## src/rtl/tank_pkg.sv

```systemverilog
// Shared definitions for the tank scheduler: arbiter states, default
// watermarks and the round-robin selection helper.
package tank_pkg;

  // Arbiter states. GRANT is the single cycle in which consume is driven.
  // SETTLE gives the tank one cycle for its height to reflect the consume.
  typedef enum logic [1:0] {
    IDLE   = 2'd0,
    GRANT  = 2'd1,
    SETTLE = 2'd2,
    FAULT  = 2'd3
  } state_t;

  localparam int unsigned DefaultHeightW  = 8;
  localparam int unsigned DefaultLowMark  = 50;
  localparam int unsigned DefaultHighMark = 200;
  localparam int unsigned DefaultMinLevel = 0;

  // Picks which requester gets the port.
  // lastIdx is the index of the requester that was granted most recently.
  // When both requesters are asking, the one that was not served last wins.
  // Returns a one-hot grant vector, or zero if nobody is asking.
  function automatic logic [1:0] pickGrant(input logic [1:0] req,
                                           input logic       lastIdx);
    logic [1:0] sel;
    sel = 2'b00;
    unique case (req)
      2'b01:   sel = 2'b01;
      2'b10:   sel = 2'b10;
      2'b11:   sel = lastIdx ? 2'b01 : 2'b10;
      default: sel = 2'b00;
    endcase
    return sel;
  endfunction

endpackage

```

## src/rtl/fill_ctrl.sv

```systemverilog
// Fill hysteresis for the tank.
// Filling starts when the level falls to the low watermark or below.
// Filling stops at the high watermark, or when the level reaches the top of
// its range. Between the two watermarks the previous decision is kept.
module fill_ctrl
  import tank_pkg::*;
#(
  parameter int unsigned HEIGHT_W  = DefaultHeightW,
  parameter int unsigned LOW_MARK  = DefaultLowMark,
  parameter int unsigned HIGH_MARK = DefaultHighMark
) (
  input  logic                clk,
  input  logic                rst,
  input  logic [HEIGHT_W-1:0] height,
  output logic                fill
);

  localparam logic [HEIGHT_W-1:0] LowMarkC  = HEIGHT_W'(LOW_MARK);
  localparam logic [HEIGHT_W-1:0] HighMarkC = HEIGHT_W'(HIGH_MARK);
  localparam logic [HEIGHT_W-1:0] FullC     = {HEIGHT_W{1'b1}};

  logic fill_q;
  logic fill_d;

  // Next fill decision: the low watermark wins, then the stop conditions, else hold.
  always_comb begin
    fill_d = fill_q;
    if (height <= LowMarkC) begin
      fill_d = 1'b1;
    end else if ((height >= HighMarkC) || (height == FullC)) begin
      fill_d = 1'b0;
    end
  end

  // Hysteresis register, cleared by reset.
  always_ff @(posedge clk) begin
    if (rst) begin
      fill_q <= 1'b0;
    end else begin
      fill_q <= fill_d;
    end
  end

  assign fill = fill_q;

endmodule

```

## src/rtl/tank_scheduler.sv

```systemverilog
// Tank scheduler. It drives the tank's fill and consume inputs.
// Fill is handled by the fill_ctrl hysteresis sub-block.
// Two requesters share the single consume port through a round-robin
// arbiter FSM. Each grant is followed by one settle cycle.
// A tank error latches the block into FAULT, and only reset clears it.
module tank_scheduler
  import tank_pkg::*;
#(
  parameter int unsigned HEIGHT_W  = DefaultHeightW,
  parameter int unsigned LOW_MARK  = DefaultLowMark,
  parameter int unsigned HIGH_MARK = DefaultHighMark,
  parameter int unsigned MIN_LEVEL = DefaultMinLevel
) (
  input  logic                clk,
  input  logic                rst,
  input  logic [HEIGHT_W-1:0] height,
  input  logic                tank_error,
  input  logic [1:0]          req,
  output logic [1:0]          grant,
  output logic                fill,
  output logic                consume,
  output logic                fault
);

  // The watermarks must leave a real hysteresis band.
  if (HIGH_MARK <= LOW_MARK) begin : g_badMarks
    $fatal(1, "tank_scheduler: HIGH_MARK must be greater than LOW_MARK");
  end

  localparam logic [HEIGHT_W-1:0] MinLevelC = HEIGHT_W'(MIN_LEVEL);

  state_t     state_q, state_d;
  logic [1:0] grant_q, grant_d;
  logic       consume_q, consume_d;
  logic       fault_q, fault_d;
  logic       lastIdx_q, lastIdx_d;
  logic       fillRaw;
  logic       eligible;

  fill_ctrl #(
    .HEIGHT_W (HEIGHT_W),
    .LOW_MARK (LOW_MARK),
    .HIGH_MARK(HIGH_MARK)
  ) u_fillCtrl (
    .clk   (clk),
    .rst   (rst),
    .height(height),
    .fill  (fillRaw)
  );

  // A grant may issue only when someone asks and the tank is above the minimum level.
  assign eligible = (|req) && (height > MinLevelC);

  // Next state, next grant and pointer update; tank_error overrides everything.
  always_comb begin
    state_d   = state_q;
    grant_d   = 2'b00;
    lastIdx_d = lastIdx_q;
    if (tank_error) begin
      state_d = FAULT;
    end else begin
      unique case (state_q)
        IDLE, SETTLE: begin
          if (eligible) begin
            state_d   = GRANT;
            grant_d   = pickGrant(req, lastIdx_q);
            lastIdx_d = grant_d[1];
          end else begin
            state_d = IDLE;
          end
        end
        GRANT: begin
          state_d = SETTLE;
        end
        FAULT: begin
          state_d = FAULT;
        end
        default: begin
          state_d = IDLE;
        end
      endcase
    end
    consume_d = |grant_d;
    fault_d   = (state_d == FAULT);
  end

  // Arbiter state and registered outputs.
  // After reset the pointer says requester 1 was served last, so requester 0 is favoured.
  always_ff @(posedge clk) begin
    if (rst) begin
      state_q   <= IDLE;
      grant_q   <= 2'b00;
      consume_q <= 1'b0;
      fault_q   <= 1'b0;
      lastIdx_q <= 1'b1;
    end else begin
      state_q   <= state_d;
      grant_q   <= grant_d;
      consume_q <= consume_d;
      fault_q   <= fault_d;
      lastIdx_q <= lastIdx_d;
    end
  end

  // Both terms come straight from flops.
  // The fault flop forces fill off while the block sits in FAULT.
  assign fill    = fillRaw & ~fault_q;
  assign grant   = grant_q;
  assign consume = consume_q;
  assign fault   = fault_q;

endmodule

```

## config.mk

```make
export PLATFORM = sky130hd
export DESIGN_NAME = tank_scheduler
export DESIGN_NICKNAME = d
export VERILOG_FILES = /design/src/rtl/tank_pkg.sv /design/src/rtl/fill_ctrl.sv /design/src/rtl/tank_scheduler.sv
export SDC_FILE = /design/constraint.sdc
export NUM_CORES = 1
export LEC_CHECK = 0
export CORE_AREA = 8 8 45 47
export DETAILED_ROUTE_END_ITERATION = 16
export DIE_AREA = 0 0 53 55
export PLACE_DENSITY = 0.61
export SLEW_MARGIN = 10
export SYNTH_ARGS = -nofsm -noshare
export SYNTH_HDL_FRONTEND = slang
export SYNTH_SLANG_ARGS = --single-unit
```

## constraint.sdc

```tcl
create_clock -name clk -period 1.4 [get_ports clk]
set_input_delay 0.28 -clock clk [delete_from_list [all_inputs] [get_ports clk]]
set_output_delay 0.28 -clock clk [all_outputs]
set_load 0.005 [all_outputs]
```

After elaboration in Yosys (flattened, before gate mapping)

Cells that the tools add are included.

Flip-flop bits (word level): 8
Bits of input ports: 13
Output and inout port bits: 5
Logic and storage cells: 38

Order comparisons: 3
Equal/unequal tests: 8
Mux-type cells: 10
Bitwise logic cells: 3
Reduce and logical (&&, ||, !) cells: 8

Operators by type and width:

| cell                                                | count |
|---|---|
| case mux 2 bit (3 select lines)                     | 2 |
| == test 2 bit, second input constant                | 5 |
| 2-to-1 mux 2 bit                                    | 5 |
| == test 8 bit, second input constant                | 1 |
| >= comparator 8 bit, second input constant          | 1 |
| > comparator 8 x 1 -> 1 bit, second input constant  | 1 |
| <= comparator 8 x 6 -> 1 bit, second input constant | 1 |
| OR reduction 2 bit                                  | 3 |
| == test 2 x 1 -> 1 bit, second input constant       | 2 |
| 2-to-1 mux 1 bit                                    | 3 |
| AND reduction 3 bit                                 | 1 |
| logical NOT 2 bit                                   | 1 |
| NOT 1 bit                                           | 2 |
| nonzero test 2 bit                                  | 1 |
| AND 1 bit                                           | 1 |
| logical AND 1 bit                                   | 1 |
| logical OR 1 bit                                    | 1 |

Logic depth before layout (Yosys ltp)

Depth after elaboration: 6
Depth in mapped cells: 3
Mapped depth without buffers: 3

Hierarchy

Synthesis repeated with hierarchy kept, for this count alone.

Cell total of the unflattened synthesis: 32
Area total of the unflattened synthesis: 342.8 um^2

By module, submodules not included:

| module         | times used | cells an instance | area an instance (um^2) | seq. area each (um^2) |
|---|---|---|---|---|
| tank_scheduler | 1          | 25                | 277.8                   | 140.1 |
| fill_ctrl      | 1          | 7                 | 65.1                    | 20.0 |

Worst setup path after synthesis

OpenSTA, ideal clock, no wires.

Path type: input port to flip-flop
Start point: input height[2]
End point: register grant_q[1], in the netlist grant[1]
Library setup time: 0.116 ns
Arrival: 1.258 ns
Data required time: 1.284 ns
Path slack: 0.026 ns
Stages on the path: 3
Path buffers: 0
Cells stage by stage: or4_4 -> o2111a_2 -> and2_2

Cells in the longest elaborated chain, start to end: 5

Ends and longest elaborated chain:

| element                     | line                 | source |
|---|---|---|
| start: declaration          | tank_scheduler.sv:16 | `input logic [HEIGHT_W-1:0] height,` |
| > comparator 8 x 1 -> 1 bit | tank_scheduler.sv:52 | `assign eligible = (\|req) && (height > MinLevelC);` |
| logical AND 1 bit           | tank_scheduler.sv:52 |  |
| 2-to-1 mux 2 bit            | tank_scheduler.sv:64 | `if (eligible) begin` |
| 2-to-1 mux 2 bit            | tank_scheduler.sv:62 | `unique case (state_q)` |
| 2-to-1 mux 2 bit            | tank_scheduler.sv:59 | `if (tank_error) begin` |
| end signal: assignment      | tank_scheduler.sv:98 | `grant_q <= grant_d;` |
| end: declaration            | tank_scheduler.sv:33 | `logic [1:0] grant_q, grant_d;` |

No other way between the ends.
A chain may end at the register's enable or synchronous reset.

Worst setup path after layout

Start point: input height[0]
End point: register grant_q[1], in the netlist grant[1]

The elaborated chain is that of the path after synthesis.

==> metrics <==
post-detail-place hpwl 690.1 µm; share of cells above drive strength 1 24.59%; status finished clean; core footprint 1384 µm²; Vias/cell 4.571; PortBufs 17; initial antenna violation count 0; insertion delay to the later sink of the worst-skew pair 0.25 ns; Slew headroom 80.54%; crit-path max cell delay 0.54 ns; hold slack final 0.4867 ns; DIE AREA 2915 µm²; critical path, cell by cell dlygate4sd2_1 > or4_4 > o2111a_2 > and2_2; CP Max Fanout 3; busiest grt layer met2; Crit. Startpoint height[0]; row count 14; CP endpoint kind flip-flop; clock net sink count 8; # fillers 153; leakage 0.2454 nW; Peak Freq 726.9 MHz; post-DR wirelength/cell 10.47 µm; leading area contributor after synthesis dfxtp_1; initial core utilization 23.78%; slowest CP cell or4_4; CTS clk-pin slew, worst paths 0.05 ns; number of synthesized register bits 8; reg-to-reg critical path startpoint state_q[0]$_SDFF_PP0_; Die W 53 µm; count of final setup violators 0; Global Route Usage Sum 6.780%; vias in the first global route 368; maximum vdd ir drop 0.2883 mV; Yosys top cell area share 48.67%; sequential share of power 48.4%; RSZ-0062 raised after global routing no; minimum period implied by the final worst setup slack 1.376 ns; worst slew pin tran 0.2883 ns; sw frac 21.96%; Layout Skew 0.003174 ns; Clock power frac 33.5%; GPL Wtd Cong 0.7164; first-pass GRT wire length 1.380 mm; CP Launch Type input pin; post-route clock period utilization 98.27%; grt ovf 0; CTS Buffer Depth 2; CTS H-tree depth 1; via count 352; switching pwr 0.0001121 W; sequential area share after synthesis 48.67%; CP arrival 1.52 ns; flop2flop setup slack 0.40 ns; DR DRC count 0; Worst EP required 1.54 ns; CTS tree built; Gate power share 18.1%; post-synth cell types 18; Reg2Reg Depth 3; clk root buf clkbuf_4; Initial DRT Pass Iterations 4; area growth from synthesis to layout 75.67%; largest net degree at the start of global routing 7; yosys warns 0; nets@finish 76; ANT cells 0; DRT iter0 DRCs 4; syn_nets 48; met2 GRT Util 9.961%; Die H 55 µm; Cells after Synth 35; Int Pwr 0.0003984 W; M1 GR Usage 6.088%; Mean Syn Cell Area 9.402 µm²; CTS Buf Count 3; most frequent cells in the layout dlygate4sd2_1 (8), clkdlybuf4s50_1 (8), dfxtp_1 (7); met3 Track Usage GR 4.011%; reg2reg end lastIdx_q$_SDFFE_PP1P_; post-route antenna net violation count 0; PD cells 883.2 nW/µm²; Hold Path Class reg -> reg; number of max-cap violations 0; io pins 18; WS Path Type in -> reg; Hold Vio Cnt, Final 0; Synth area leaders dfxtp_1 (49%), or4_4 (6.8%), nor3_1 (4.6%); final core utilization 41.77%; Worst setup endpoint grant[1]$_SDFF_PP0_; Slew Viols, Final 0; area of the mapped netlist 329.1 µm²; drt total wl 806 µm
[registers in the layout, indices dropped and copies added (netlist names)]
| name | count |
|---|---|
| consume | 1 |
| fault | 1 |
| grant | 2 |
| lastIdx_q | 1 |
| state_q | 2 |
| u_fillCtrl.fill | 1 |
[power groups by stage]
stage               clock, W  combinational [W]  sequential [W]
global route        0.000188           0.000103        0.000248
global placement           0           0.000102        0.000251
floorplan                  0          0.0000298        0.000251
CTS                 0.000180          0.0000936        0.000247
finish              0.000171          0.0000925        0.000247
detailed placement         0           0.000102        0.000251
[what timing repair did]
item	in CTS	in global routing
hold buffers	0	0
gates resized for setup	10	1
setup buffers	0	0
pin swaps	3	3
setup endpoints to repair	4	1
cloned	0	0
[routing by layer]
metal	wire, µm	part of all wire (%)
met5	0	0
met4	29	3.6
met3	122	15
met2	334	41
met1	318	39
[stage by stage]
stage	power, W	setup slack [ns]	TNS [ns]	cells	instance area, µm²
finish	0.0005105	0.02421	0	77	578.1
global placement	0.0003533	-0.4333	-1.663	74	564.3
detailed placement	0.0003533	-0.4382	-1.672	74	564.3
CTS	0.0005203	0.004336	0	77	576.8
floorplan	0.0002804	0.02630	0	35	329.1
global route	0.0005387	0.005124	0	77	578.1
[how the worst min path moves through the flow]
stage	startpoint	cells past startpoint	end
2_1_floorplan	rst	1	state_q[0]$_SDFF_PP0_
3_3_place_gp	state_q[0]$_SDFF_PP0_	2	state_q[1]$_SDFF_PP0_
3_5_place_dp	state_q[0]$_SDFF_PP0_	2	state_q[1]$_SDFF_PP0_
4_1_cts	state_q[0]$_SDFF_PP0_	2	state_q[1]$_SDFF_PP0_
5_1_grt	state_q[0]$_SDFF_PP0_	2	state_q[1]$_SDFF_PP0_
6_report	state_q[0]$_SDFF_PP0_	2	state_q[1]$_SDFF_PP0_
[worst max-delay path, delay by kind of cell]
kind                   cells  cell delay, ns
buffers and inverters      1            0.24
AOI/OAI and AO/OA          1            0.28
and+or+nand+nor            2            0.72
[Yosys cell counts]
library cell / number
dfxtp_1: 8
a21oi_1: 2
o2111a_2: 1
nand2b_1: 1
nor3_1: 3
o21bai_1: 1
a32oi_1: 1
a211oi_1: 1
o21ba_2: 1
and2_2: 1
o211ai_1: 1
o311ai_0: 1
o21ai_0: 1
nand2_1: 3
nor2_1: 4
nor2b_1: 1
inv_1: 2
or4_4: 2
[cell families (layout without fill, tap and decap cells)]
family,count (synthesis),after routing,synth area share [%]
AND/OR/NAND/NOR,15,15,25.48
AO/OA/AOI/OAI,10,10,23.58
flip-flops,8,8,48.67
buffers and inverters,2,28,2.282
[area by class of cell]
class,instances,area [µm²],share of cell area (%)
Multi-Input combinational cell,25,161.4,27.92
Clock buffer,3,22.52,3.896
Sequential cell,8,161.4,27.92
Tap cell,16,20.02,3.463
Inverter,2,7.507,1.299
Timing Repair Buffer,23,205.2,35.50
Power figures use the tool's default switching activity.
